`config.mk`:
```
export PLATFORM = sky130hd
export DESIGN_NAME = alert_display_arbiter
export DESIGN_NICKNAME = d
export VERILOG_FILES = /design/src/rtl/alert_display_arbiter_pkg.sv /design/src/rtl/alert_display_arbiter_tick_timer.sv /design/src/rtl/alert_display_arbiter.sv
export SDC_FILE = /design/constraint.sdc
export NUM_CORES = 1
export LEC_CHECK = 0
export ABC_AREA = 1
export CAP_MARGIN = 10
export CORE_AREA = 2 2 85 87
export CTS_CLUSTER_DIAMETER = 60
export CTS_CLUSTER_SIZE = 40
export DETAILED_ROUTE_END_ITERATION = 8
export DIE_AREA = 0 0 87 89
export PLACE_DENSITY = 0.72
export SLEW_MARGIN = 20
export SYNTH_ARGS = -nofsm -noshare
export SYNTH_HDL_FRONTEND = slang
export SYNTH_HIERARCHICAL = 1
export SYNTH_SLANG_ARGS = --single-unit
```
`constraint.sdc`:
```
create_clock -name Clk -period 3.1 [get_ports Clk]
set_clock_uncertainty 0.2 [all_clocks]
set_input_delay 0.62 -clock Clk [delete_from_list [all_inputs] [get_ports Clk]]
set_output_delay 0.62 -clock Clk [all_outputs]
set_load 0.02 [all_outputs]
```
`src/rtl/alert_display_arbiter_pkg.sv`:
```
// Shared definitions for the alert/display arbiter: state encoding,
// alert source codes and a small sizing helper.
package alert_display_arbiter_pkg;

  typedef enum logic [1:0] {
    ST_IDLE   = 2'd0,
    ST_ALARM  = 2'd1,
    ST_CD     = 2'd2,
    ST_SNOOZE = 2'd3
  } state_t;

  localparam logic [1:0] SRC_NONE   = 2'd0;
  localparam logic [1:0] SRC_ALARM  = 2'd1;
  localparam logic [1:0] SRC_CD     = 2'd2;
  localparam logic [1:0] SRC_SNOOZE = 2'd3;

  function automatic int max_int(input int a, input int b);
    return (a > b) ? a : b;
  endfunction

endpackage

```
`src/rtl/alert_display_arbiter_tick_timer.sv`:
```
// Seconds counter for alert and snooze timeouts; expire flags the tick that
// completes the programmed number of seconds.
module tick_timer #(
  parameter int CNT_W = 8
) (
  input  logic             i_clk,
  input  logic             i_rst,
  input  logic             i_clear,
  input  logic             i_enable,
  input  logic             i_sec_tick,
  input  logic [CNT_W-1:0] i_limit,
  output logic [CNT_W-1:0] o_count,
  output logic             o_expire
);

  logic [CNT_W-1:0] r_count;

  // NOTE: sequential state uses non-blocking assignments so every register
  // samples pre-edge values; reset is synchronous, tested inside the block.
  always_ff @(posedge i_clk) begin
    if (i_rst || i_clear) begin
      r_count <= '0;
    end else if (i_enable && i_sec_tick) begin
      r_count <= r_count + CNT_W'(1);
    end
  end

  assign o_count  = r_count;
  assign o_expire = i_sec_tick && (r_count == (i_limit - CNT_W'(1)));

endmodule

```
`src/rtl/alert_display_arbiter.sv`:
```
// Arbitrates the 7-seg display and LED[0] between the user clock mode and the
// alarm / countdown alerts, with timeout, snooze and edit-time deferral.
module alert_display_arbiter
  import alert_display_arbiter_pkg::*;
#(
  parameter int ALERT_SECS  = 60,
  parameter int SNOOZE_SECS = 300,
  parameter int SNOOZE_MAX  = 3
) (
  input  logic        Clk,
  input  logic        Rst,
  input  logic        secTick,
  input  logic [31:0] userOut,
  input  logic        editing,
  input  logic [31:0] alarmTime,
  input  logic        alarmHit,
  input  logic        cdDone,
  input  logic        ackBtn,
  input  logic        snoozeBtn,
  output logic [31:0] dispOut,
  output logic [1:0]  alertSrc,
  output logic        ledBlink,
  output logic        alertActive
);

  localparam int CNT_W = $clog2(max_int(ALERT_SECS, SNOOZE_SECS) + 1);
  localparam int SNZ_W = (SNOOZE_MAX < 1) ? 1 : $clog2(SNOOZE_MAX + 1);
  localparam logic [CNT_W-1:0] ALERT_LIM  = CNT_W'(ALERT_SECS);
  localparam logic [CNT_W-1:0] SNOOZE_LIM = CNT_W'(SNOOZE_SECS);
  localparam logic [CNT_W-1:0] CNT_ONE    = CNT_W'(1);
  localparam logic [SNZ_W-1:0] SNZ_LIM    = SNZ_W'(SNOOZE_MAX);

  state_t           r_state;
  state_t           w_state_nxt;
  logic             r_pend_alarm;
  logic             r_pend_cd;
  logic [SNZ_W-1:0] r_snooze_used;
  logic             w_req_alarm;
  logic             w_req_cd;
  logic             w_enter;
  logic             w_clear;
  logic             w_expire;
  logic             w_blink_lit;
  logic [CNT_W-1:0] w_sec_cnt;
  logic [CNT_W-1:0] w_limit;

  assign w_req_alarm = r_pend_alarm | alarmHit;
  assign w_req_cd    = r_pend_cd | cdDone;
  assign w_enter     = (w_state_nxt != r_state);
  assign w_clear     = w_enter || (r_state == ST_IDLE);
  assign w_limit     = (r_state == ST_SNOOZE) ? SNOOZE_LIM : ALERT_LIM;

  tick_timer #(.CNT_W(CNT_W)) u_tick_timer (
    .i_clk      (Clk),
    .i_rst      (Rst),
    .i_clear    (w_clear),
    .i_enable   (r_state != ST_IDLE),
    .i_sec_tick (secTick),
    .i_limit    (w_limit),
    .o_count    (w_sec_cnt),
    .o_expire   (w_expire)
  );

  // The LED is lit whenever the elapsed-second count after this edge is even.
  assign w_blink_lit = (((w_sec_cnt & CNT_ONE) != '0) == secTick);

  // NOTE: the default assignment up front keeps this block free of latches.
  always_comb begin
    w_state_nxt = r_state;
    case (r_state)
      ST_IDLE: begin
        if (!editing && w_req_alarm)   w_state_nxt = ST_ALARM;
        else if (!editing && w_req_cd) w_state_nxt = ST_CD;
      end
      ST_ALARM: begin
        if (ackBtn || w_expire) w_state_nxt = ST_IDLE;
        else if (snoozeBtn)     w_state_nxt = (r_snooze_used < SNZ_LIM) ? ST_SNOOZE : ST_IDLE;
      end
      ST_SNOOZE: begin
        if (ackBtn)        w_state_nxt = ST_IDLE;
        else if (w_req_cd) w_state_nxt = ST_CD;
        else if (w_expire) w_state_nxt = ST_ALARM;
      end
      ST_CD: begin
        if (ackBtn || snoozeBtn || w_expire) w_state_nxt = ST_IDLE;
        else if (w_req_alarm)                w_state_nxt = ST_ALARM;
      end
      default: w_state_nxt = ST_IDLE;
    endcase
  end

  always_ff @(posedge Clk) begin
    if (Rst) begin
      r_state       <= ST_IDLE;
      r_pend_alarm  <= 1'b0;
      r_pend_cd     <= 1'b0;
      r_snooze_used <= '0;
      dispOut       <= '0;
      alertSrc      <= SRC_NONE;
      ledBlink      <= 1'b0;
      alertActive   <= 1'b0;
    end else begin
      r_state <= w_state_nxt;

      // A pulse for the alert already in service is merged and dropped.
      if (w_enter && w_state_nxt == ST_ALARM)
        r_pend_alarm <= 1'b0;
      else if (r_state == ST_SNOOZE && w_state_nxt == ST_CD)
        r_pend_alarm <= 1'b1;
      else if (alarmHit && r_state != ST_ALARM && r_state != ST_SNOOZE)
        r_pend_alarm <= 1'b1;

      if (w_enter && w_state_nxt == ST_CD)
        r_pend_cd <= 1'b0;
      else if (r_state == ST_CD && w_state_nxt == ST_ALARM)
        r_pend_cd <= 1'b1;
      else if (cdDone && r_state != ST_CD)
        r_pend_cd <= 1'b1;

      // Snoozes survive a countdown interruption; only alarm exits reset them.
      if (r_state == ST_ALARM && w_state_nxt == ST_SNOOZE)
        r_snooze_used <= r_snooze_used + SNZ_W'(1);
      else if (w_state_nxt == ST_IDLE && (r_state == ST_ALARM || r_state == ST_SNOOZE))
        r_snooze_used <= '0;

      case (w_state_nxt)
        ST_ALARM: begin
          dispOut     <= alarmTime;
          alertSrc    <= SRC_ALARM;
          ledBlink    <= w_enter ? 1'b1 : w_blink_lit;
          alertActive <= 1'b1;
        end
        ST_CD: begin
          dispOut     <= '0;
          alertSrc    <= SRC_CD;
          ledBlink    <= w_enter ? 1'b1 : w_blink_lit;
          alertActive <= 1'b1;
        end
        ST_SNOOZE: begin
          dispOut     <= userOut;
          alertSrc    <= SRC_SNOOZE;
          ledBlink    <= 1'b0;
          alertActive <= 1'b0;
        end
        default: begin
          dispOut     <= userOut;
          alertSrc    <= SRC_NONE;
          ledBlink    <= 1'b0;
          alertActive <= 1'b0;
        end
      endcase
    end
  end

endmodule

```
# [Word level (Yosys, flattened, before mapping)]
# Cells that the tools add are included.
[totals] reg_bits=51 latchBits=0 ramBits=0 rom_bits=0 in_bits=72 out_inout_bits=36 word_cells=80 mem_count=0
[op_classes] add_sub_neg=3 mul=0 n_div=0 order_cmp=1 eq_ne=12 n_shift=0 mux=22 bitwise=3 reduce_logical=30
[op_table] operator="case mux 32 bit (2 select lines)" count=1
[op_table] operator="2-to-1 mux 2 bit" count=12
[op_table] operator="logical AND 1 bit" count=13
[op_table] operator="adder 9 x 1 -> 9 bit (second input constant)" count=1
[op_table] operator="== test 9 bit" count=1
[op_table] operator="2-to-1 mux 9 bit" count=1
[op_table] operator="subtractor 9 x 1 -> 9 bit (second input constant)" count=1
[op_table] operator="== test 2 bit (second input constant)" count=4
[op_table] operator="case mux 2 bit (4 select lines)" count=1
[op_table] operator="nonzero test 2 bit" count=4
[op_table] operator="OR reduction 2 bit" count=4
[op_table] operator="logical OR 1 bit" count=6
[op_table] operator="2-to-1 mux 1 bit" count=6
[op_table] operator="case mux 2 bit (3 select lines)" count=1
[op_table] operator="== test 2 x 1 -> 1 bit (second input constant)" count=2
[op_table] operator="logical NOT 2 bit" count=2
[op_table] operator="!= test 2 bit (second input constant)" count=2
[op_table] operator="adder 2 x 1 -> 2 bit (second input constant)" count=1
[op_table] operator="< comparator 2 bit (second input constant)" count=1
[op_table] operator="!= test 2 x 1 -> 1 bit (second input constant)" count=1
[op_table] operator="!= test 2 bit" count=1
[op_table] operator="bitwise OR 1 bit" count=2
[op_table] operator="== test 1 bit" count=1
[op_table] operator="logical NOT 1 bit" count=1
[op_table] operator="NOT 1 bit" count=1

# [Longest topological paths before layout]
[logic_depth] depth_word=13 depth_mapped=27 depth_no_buf=27

# [Hierarchy]
# Netlist, hierarchy kept.
[by_module_without_submodules] mod="alert_display_arbiter" instances=1 cells_per_inst=242 area_per_inst_um2=1735.4 seq_area_each_um2=820.8
[by_module_without_submodules] mod="tick_timer" instances=1 cells_per_inst=154 area_per_inst_um2=838.3 seq_area_each_um2=180.2

# [Worst setup path after synthesis]
# OpenSTA, ideal clock, no wires.
[synth_timing] path_type="input to register" from="in secTick" to="reg dispOut[22]" setup_ns=0.071 arrival_time_ns=2.686 required_ns=2.829 setup_slack_ns=0.143 cell_stages=20 path_buffers=2 path_cell_list="inv_1 > a21oi_1 > nand2_1 > nor2_1 > nand3_1 > nor2_1 > nand2_1 > nor2_2 > nor2_1 > nand3_1 > nor2_1 > nor2_1 > o21ai_1 > nor2_2 > ha_1 > clkbuf_1 > nor2_1 > buf_2 > nand2_1 > a21oi_1"
[synth_via] elab_chain_cells=7 elab_cells_between_ends=12 classes_between="eq/ne: 2; mux: 7; reduce/logical: 3"
[synth_lines] item="start: declaration" line="alert_display_arbiter.sv:12" rtl="input logic secTick,"
[synth_lines] item="logical AND 1 bit *" line="alert_display_arbiter_tick_timer.sv:29" rtl="assign o_expire = i_sec_tick && (r_count == (i_limit - CNT_W'(1)));"
[synth_lines] item="named net w_expire" line="alert_display_arbiter.sv:42" rtl="logic w_expire;"
[synth_lines] item="2-to-1 mux 2 bit" line="alert_display_arbiter.sv:82" rtl="else if (w_expire) w_state_nxt = ST_ALARM;"
[synth_lines] item="2-to-1 mux 2 bit" line="alert_display_arbiter.sv:81" rtl="else if (w_req_cd) w_state_nxt = ST_CD;"
[synth_lines] item="2-to-1 mux 2 bit" line="alert_display_arbiter.sv:80" rtl="if (ackBtn) w_state_nxt = ST_IDLE;"
[synth_lines] item="case mux 2 bit (4 select lines) *" line="alert_display_arbiter.sv:70" rtl="case (r_state)"
[synth_lines] item="== test 2 bit or == test 2 x 1 -> 1 bit (tied branches)" line="alert_display_arbiter.sv:126" rtl="case (w_state_nxt)"
[synth_lines] item="case mux 32 bit (2 select lines) *" line="alert_display_arbiter.sv:126"
[synth_lines] item="end signal: assignment" line="alert_display_arbiter.sv:128" rtl="dispOut <= alarmTime;"
[synth_lines] item="end signal: assignment" line="alert_display_arbiter.sv:140" rtl="dispOut <= userOut;"
[synth_lines] item="end signal: assignment" line="alert_display_arbiter.sv:146" rtl="dispOut <= userOut;"
[synth_lines] item="end: declaration" line="alert_display_arbiter.sv:20" rtl="output logic [31:0] dispOut,"
# The timed path passes the listed nets; every way through them passes the cells marked *.
# A chain may end at the register's enable or synchronous reset.

# [Worst setup path after layout]
[layout_timing] from="reg r_state[1]" to="reg dispOut[10]"
[layout_via] elab_chain_cells=11 elab_cells_between_ends=23 classes_between="add/sub: 1; eq/ne: 6; mux: 12; reduce/logical: 4"
[layout_lines] item="start: declaration" line="alert_display_arbiter.sv:33" rtl="state_t r_state;"
[layout_lines] item="start signal: assignment" line="alert_display_arbiter.sv:103" rtl="r_state <= w_state_nxt;"
[layout_lines] item="== test 2 bit *" line="alert_display_arbiter.sv:51" rtl="assign w_limit = (r_state == ST_SNOOZE) ? SNOOZE_LIM : ALERT_LIM;"
[layout_lines] item="2-to-1 mux 9 bit *" line="alert_display_arbiter.sv:51"
[layout_lines] item="named net w_limit[4]" line="alert_display_arbiter.sv:45" rtl="logic [CNT_W-1:0] w_limit;"
[layout_lines] item="subtractor 9 x 1 -> 9 bit *" line="alert_display_arbiter_tick_timer.sv:29"
[layout_lines] item="== test 9 bit *" line="alert_display_arbiter_tick_timer.sv:29"
[layout_lines] item="logical AND 1 bit *" line="alert_display_arbiter_tick_timer.sv:29"
[layout_lines] item="named net w_expire" line="alert_display_arbiter.sv:42"
[layout_lines] item="2-to-1 mux 2 bit" line="alert_display_arbiter.sv:82"
[layout_lines] item="2-to-1 mux 2 bit" line="alert_display_arbiter.sv:81"
[layout_lines] item="2-to-1 mux 2 bit" line="alert_display_arbiter.sv:80"
[layout_lines] item="case mux 2 bit (4 select lines) *" line="alert_display_arbiter.sv:70"
[layout_lines] item="== test 2 bit or == test 2 x 1 -> 1 bit (tied branches)" line="alert_display_arbiter.sv:126"
[layout_lines] item="case mux 32 bit (2 select lines) *" line="alert_display_arbiter.sv:126"
# Marks and branches as above.

==> flow_metrics.env <==
export IMPL_ios=108
export IMPL_synth_compound_area_share_pct=12.4
export IMPL_cts_made_buffers=5
export IMPL_core_area_um2=6720
export IMPL_synthSimpleGateAreaFrac_pct=34.9
export IMPL_synth_warnings=6
export IMPL_cp_data_arrival_time_ns=2.97
export IMPL_gr_usage_all_layers_pct=18.9
export IMPL_cts_root_buffer="clkbuf_8"
export IMPL_crit_slowest_cell="dfxtp_4"
export IMPL_antenna_found_initial=0
export IMPL_vias_per_cell=4.49
export IMPL_syn_avg_cell_area_um2=6.50
export IMPL_drive_gt1_share_pct=13.8
export IMPL_synthAdderAreaFrac_pct=3.40
export IMPL_grt_pass1_vias=2669
export IMPL_grt_pass1_wl_mm=11.5
export IMPL_p_leak_nw=1.82
export IMPL_hp_class="reg2reg"
export IMPL_fill_cells=622
export IMPL_fin_total_pwr_mw=1.71
export IMPL_path_class="reg2reg"
export IMPL_required_ns=3.14
export IMPL_whs_ns=0.273
export IMPL_area_growth_pct=63.6
export IMPL_drtIter0Drc=141
export IMPL_power_density_nw_per_um2=407
export IMPL_netlist_top_cells_area="dfxtp_1 39%, nand2_1 19%, a21oi_1 8.6%"
export IMPL_dr_pass1_iters=4
export IMPL_drc=0
export IMPL_ir_drop_mv=0.271
export IMPL_path_cells="nand2_2 -> inv_1 -> nand2_1 -> a21oi_1 -> nor2_1 -> nand2_1 -> nor2_4 -> buf_4 -> o21ai_0 -> nor2_1 -> nor2_1 -> o21ai_1 -> nor2_2 -> buf_4 -> ha_4 -> nor2_4 -> buf_12 -> clkbuf_16 -> nand2_1 -> a21oi_1"
export IMPL_tritoncts="done"
export IMPL_synth_top_family_by_area="simple AND/OR/NAND/NOR gates"
export IMPL_syn_instance_count=396
export IMPL_final_max_slew_viol_count=0
export IMPL_gr_total_overflow=0
export IMPL_cts_clk_slew_worst_paths_ns=0.09
export IMPL_die_area_um2=7740
export IMPL_dp_cells=609
export IMPL_io_buffers=107
export IMPL_stdcell_count=625
export IMPL_wl_met2_mm=3.74
export IMPL_vias=2804
export IMPL_timing_fmax_mhz=341
export IMPL_synthXorXnorAreaFrac_pct=1.02
export IMPL_finalCritPeriodShare_pct=94.6
export IMPL_antenna_cells=0
export IMPL_grt_max_degree=31
export IMPL_wl_met3_um=580
export IMPL_max_cap_viol_count=0
export IMPL_ant_nets=0
export IMPL_dp_slack_ns=-0.351
export IMPL_seq_area_frac_synth_pct=38.9
export IMPL_place_congestion=0.862
export IMPL_end_kind="flop"
export IMPL_die_height_um=89
export IMPL_synth_cell_types=28
export IMPL_post_drt_wl_per_cell_um=11.9
export IMPL_cts_sinks=50
export IMPL_max_stage_delay_ns=0.39
export IMPL_routed_top_layer="met4"
export IMPL_startpoint_type="flop"
export IMPL_final_cell_area_um2=4210
export IMPL_htreeDepth=2
export IMPL_setup_violations=0
export IMPL_finalWorstSetupSlack_ns=0.167
export IMPL_initial_core_util_pct=38.3
export IMPL_wl_met1_mm=3.00
export IMPL_status="completed"
export IMPL_timing_hold_violations_final=0
export IMPL_yosys_area_top_type="dfxtp_1"
export IMPL_fp_row_count=30
export IMPL_synth_area_um2=2570
export IMPL_min_period_ns=2.93
export IMPL_clock_tree_buffer_depth=2
export IMPL_route_final_wire_length_mm=7.44
export IMPL_layout_nets=623
export IMPL_dpl_cell_area_um2=3930
export IMPL_chipWidth_um=87
export IMPL_place_hpwl_mm=5.60
export IMPL_ys_seq_elements=50
export IMPL_yosysTopAreaCellShare_pct=38.9
export IMPL_path_max_fanout=7
export IMPL_clk_latency_ns=0.30
export IMPL_synth_area_mux_share_pct=0
[layer usage]
| layer | GRT usage, % | vias up |
|---|---|---|
| met1 | 20.8 | 1213 |
| met5 | 0 | - |
| met4 | 6.68 | 0 |
| met2 | 33.6 | 81 |
| li1 | - | 1501 |
| met3 | 6.83 | 9 |
[cell families (layout without fill, tap and decap cells)]
group,count (synthesis),after routing
buf+inv,59,188
compound gates,61,61
flops,50,50
xor+xnor,3,3
simple gates,214,214
other cells,2,22
fa+ha+maj,7,7
[flip-flops by register name (all words and copies together), names as in the netlist]
| register | flops |
|---|---|
| r_snooze_used | 2 |
| r_state | 1 |
| r_pend_alarm | 1 |
| dispOut | 32 |
| ledBlink | 1 |
| r_pend_cd | 1 |
| alertActive | 1 |
| alertSrc | 2 |
| u_tick_timer/o_count | 9 |
[worst max-delay path, delay by kind of cell, from the launching register on]
kind | cells | cell delay (ns)
AND/OR/NAND/NOR | 10 | 0.92
buffers and inverters | 5 | 0.66
AO/OA/AOI/OAI | 4 | 0.47
flip-flops | 1 | 0.39
adder cells (fa/ha/maj) | 1 | 0.21
[final cells by class]
| class | count | area [µm²] | share of cell area (%) |
|---|---|---|---|
| Multi-Input combinational cell | 307 | 1460 | 34.7 |
| Timing Repair Buffer | 135 | 1370 | 32.6 |
| Sequential cell | 50 | 1010 | 23.9 |
| Inverter | 45 | 169 | 4.01 |
| Tap cell | 80 | 100 | 2.38 |
| Clock buffer | 7 | 96.3 | 2.29 |
| Clock inverter | 1 | 8.76 | 0.208 |
[layout by cell type, fill, tap and decap left out]
| master | count |
|---|---|
| clkdlybuf4s50_1 | 106 |
| buf_12 | 3 |
| clkbuf_8 | 7 |
| ha_4 | 1 |
| buf_4 | 19 |
| nand2_2 | 7 |
| clkbuf_16 | 2 |
| conb_1 | 22 |
| dfxtp_1 | 48 |
| ha_1 | 6 |
| nand3_2 | 1 |
| nand3_1 | 19 |
| o21ai_0 | 9 |
| nor2_4 | 2 |
| nand3b_1 | 1 |
| inv_1 | 37 |
| o31ai_2 | 1 |
| a211oi_1 | 1 |
| o22ai_1 | 1 |
| nor2_2 | 8 |
| buf_6 | 4 |
| nand4_1 | 1 |
| clkinv_4 | 1 |
| o21ai_1 | 4 |
| or2_2 | 1 |
| dfxtp_4 | 1 |
| a21oi_2 | 4 |
| dfxtp_2 | 1 |
| nor2_1 | 37 |
| nand2_1 | 133 |
| o21ai_2 | 1 |
| dlymetal6s2s_1 | 1 |
| xor2_1 | 2 |
| nor3_2 | 3 |
| nor3_1 | 1 |
| inv_2 | 8 |
| xnor2_1 | 1 |
| a21oi_1 | 40 |
[worst paths after layout]
check | startpoint | to | slack [ns] | depth (start not counted)
max | r_state[1] | dispOut[10] | 0.17 | 20
min reg2reg | r_snooze_used[1] | r_snooze_used[1] | 0.27 | 2
max reg2reg | r_state[1] | dispOut[10] | 0.17 | 20
min | r_snooze_used[1] | r_snooze_used[1] | 0.27 | 2
[stage by stage]
stage / utilization (%) / setup TNS (ns)
final: 62.7 / 0
after global routing: 62.7 / -0.295
after CTS: 60.6 / -0.00301
after detailed placement: 58.5 / -11.69
after global placement: 58.5 / -8.23
after floorplan: - / 0
[what timing repair did]
action,in CTS,in global routing
gates resized for setup,4,16
buffers inserted,2,2
hold buffers,0,0
endpoints found under the hold margin,0,0
endpoints found under the setup margin,31,47
gates cloned,0,4
pin swaps,0,7
[cells in the mapped netlist, drive strengths merged]
cell type	n
nand2	140
dfxtp	50
nor2	47
inv	45
a21oi	44
nand3	20
o21ai	14
clkbuf	8
ha	7
buf	6
nor3	4
conb	2
xor2	2
a211oi	1
nand3b	1
nand4	1
o22ai	1
o31ai	1
or2	1
xnor2	1
[report_power, final]
group	internal (mW)	switching (mW)	total (mW)	leakage, nW
clock	0.205	0.214	0.419	0.0544
combinational	0.298	0.282	0.580	1.35
sequential	0.698	0.0168	0.715	0.412
total	1.20	0.513	1.71	1.82
No activity file was read; power rests on OpenSTA's default activity.
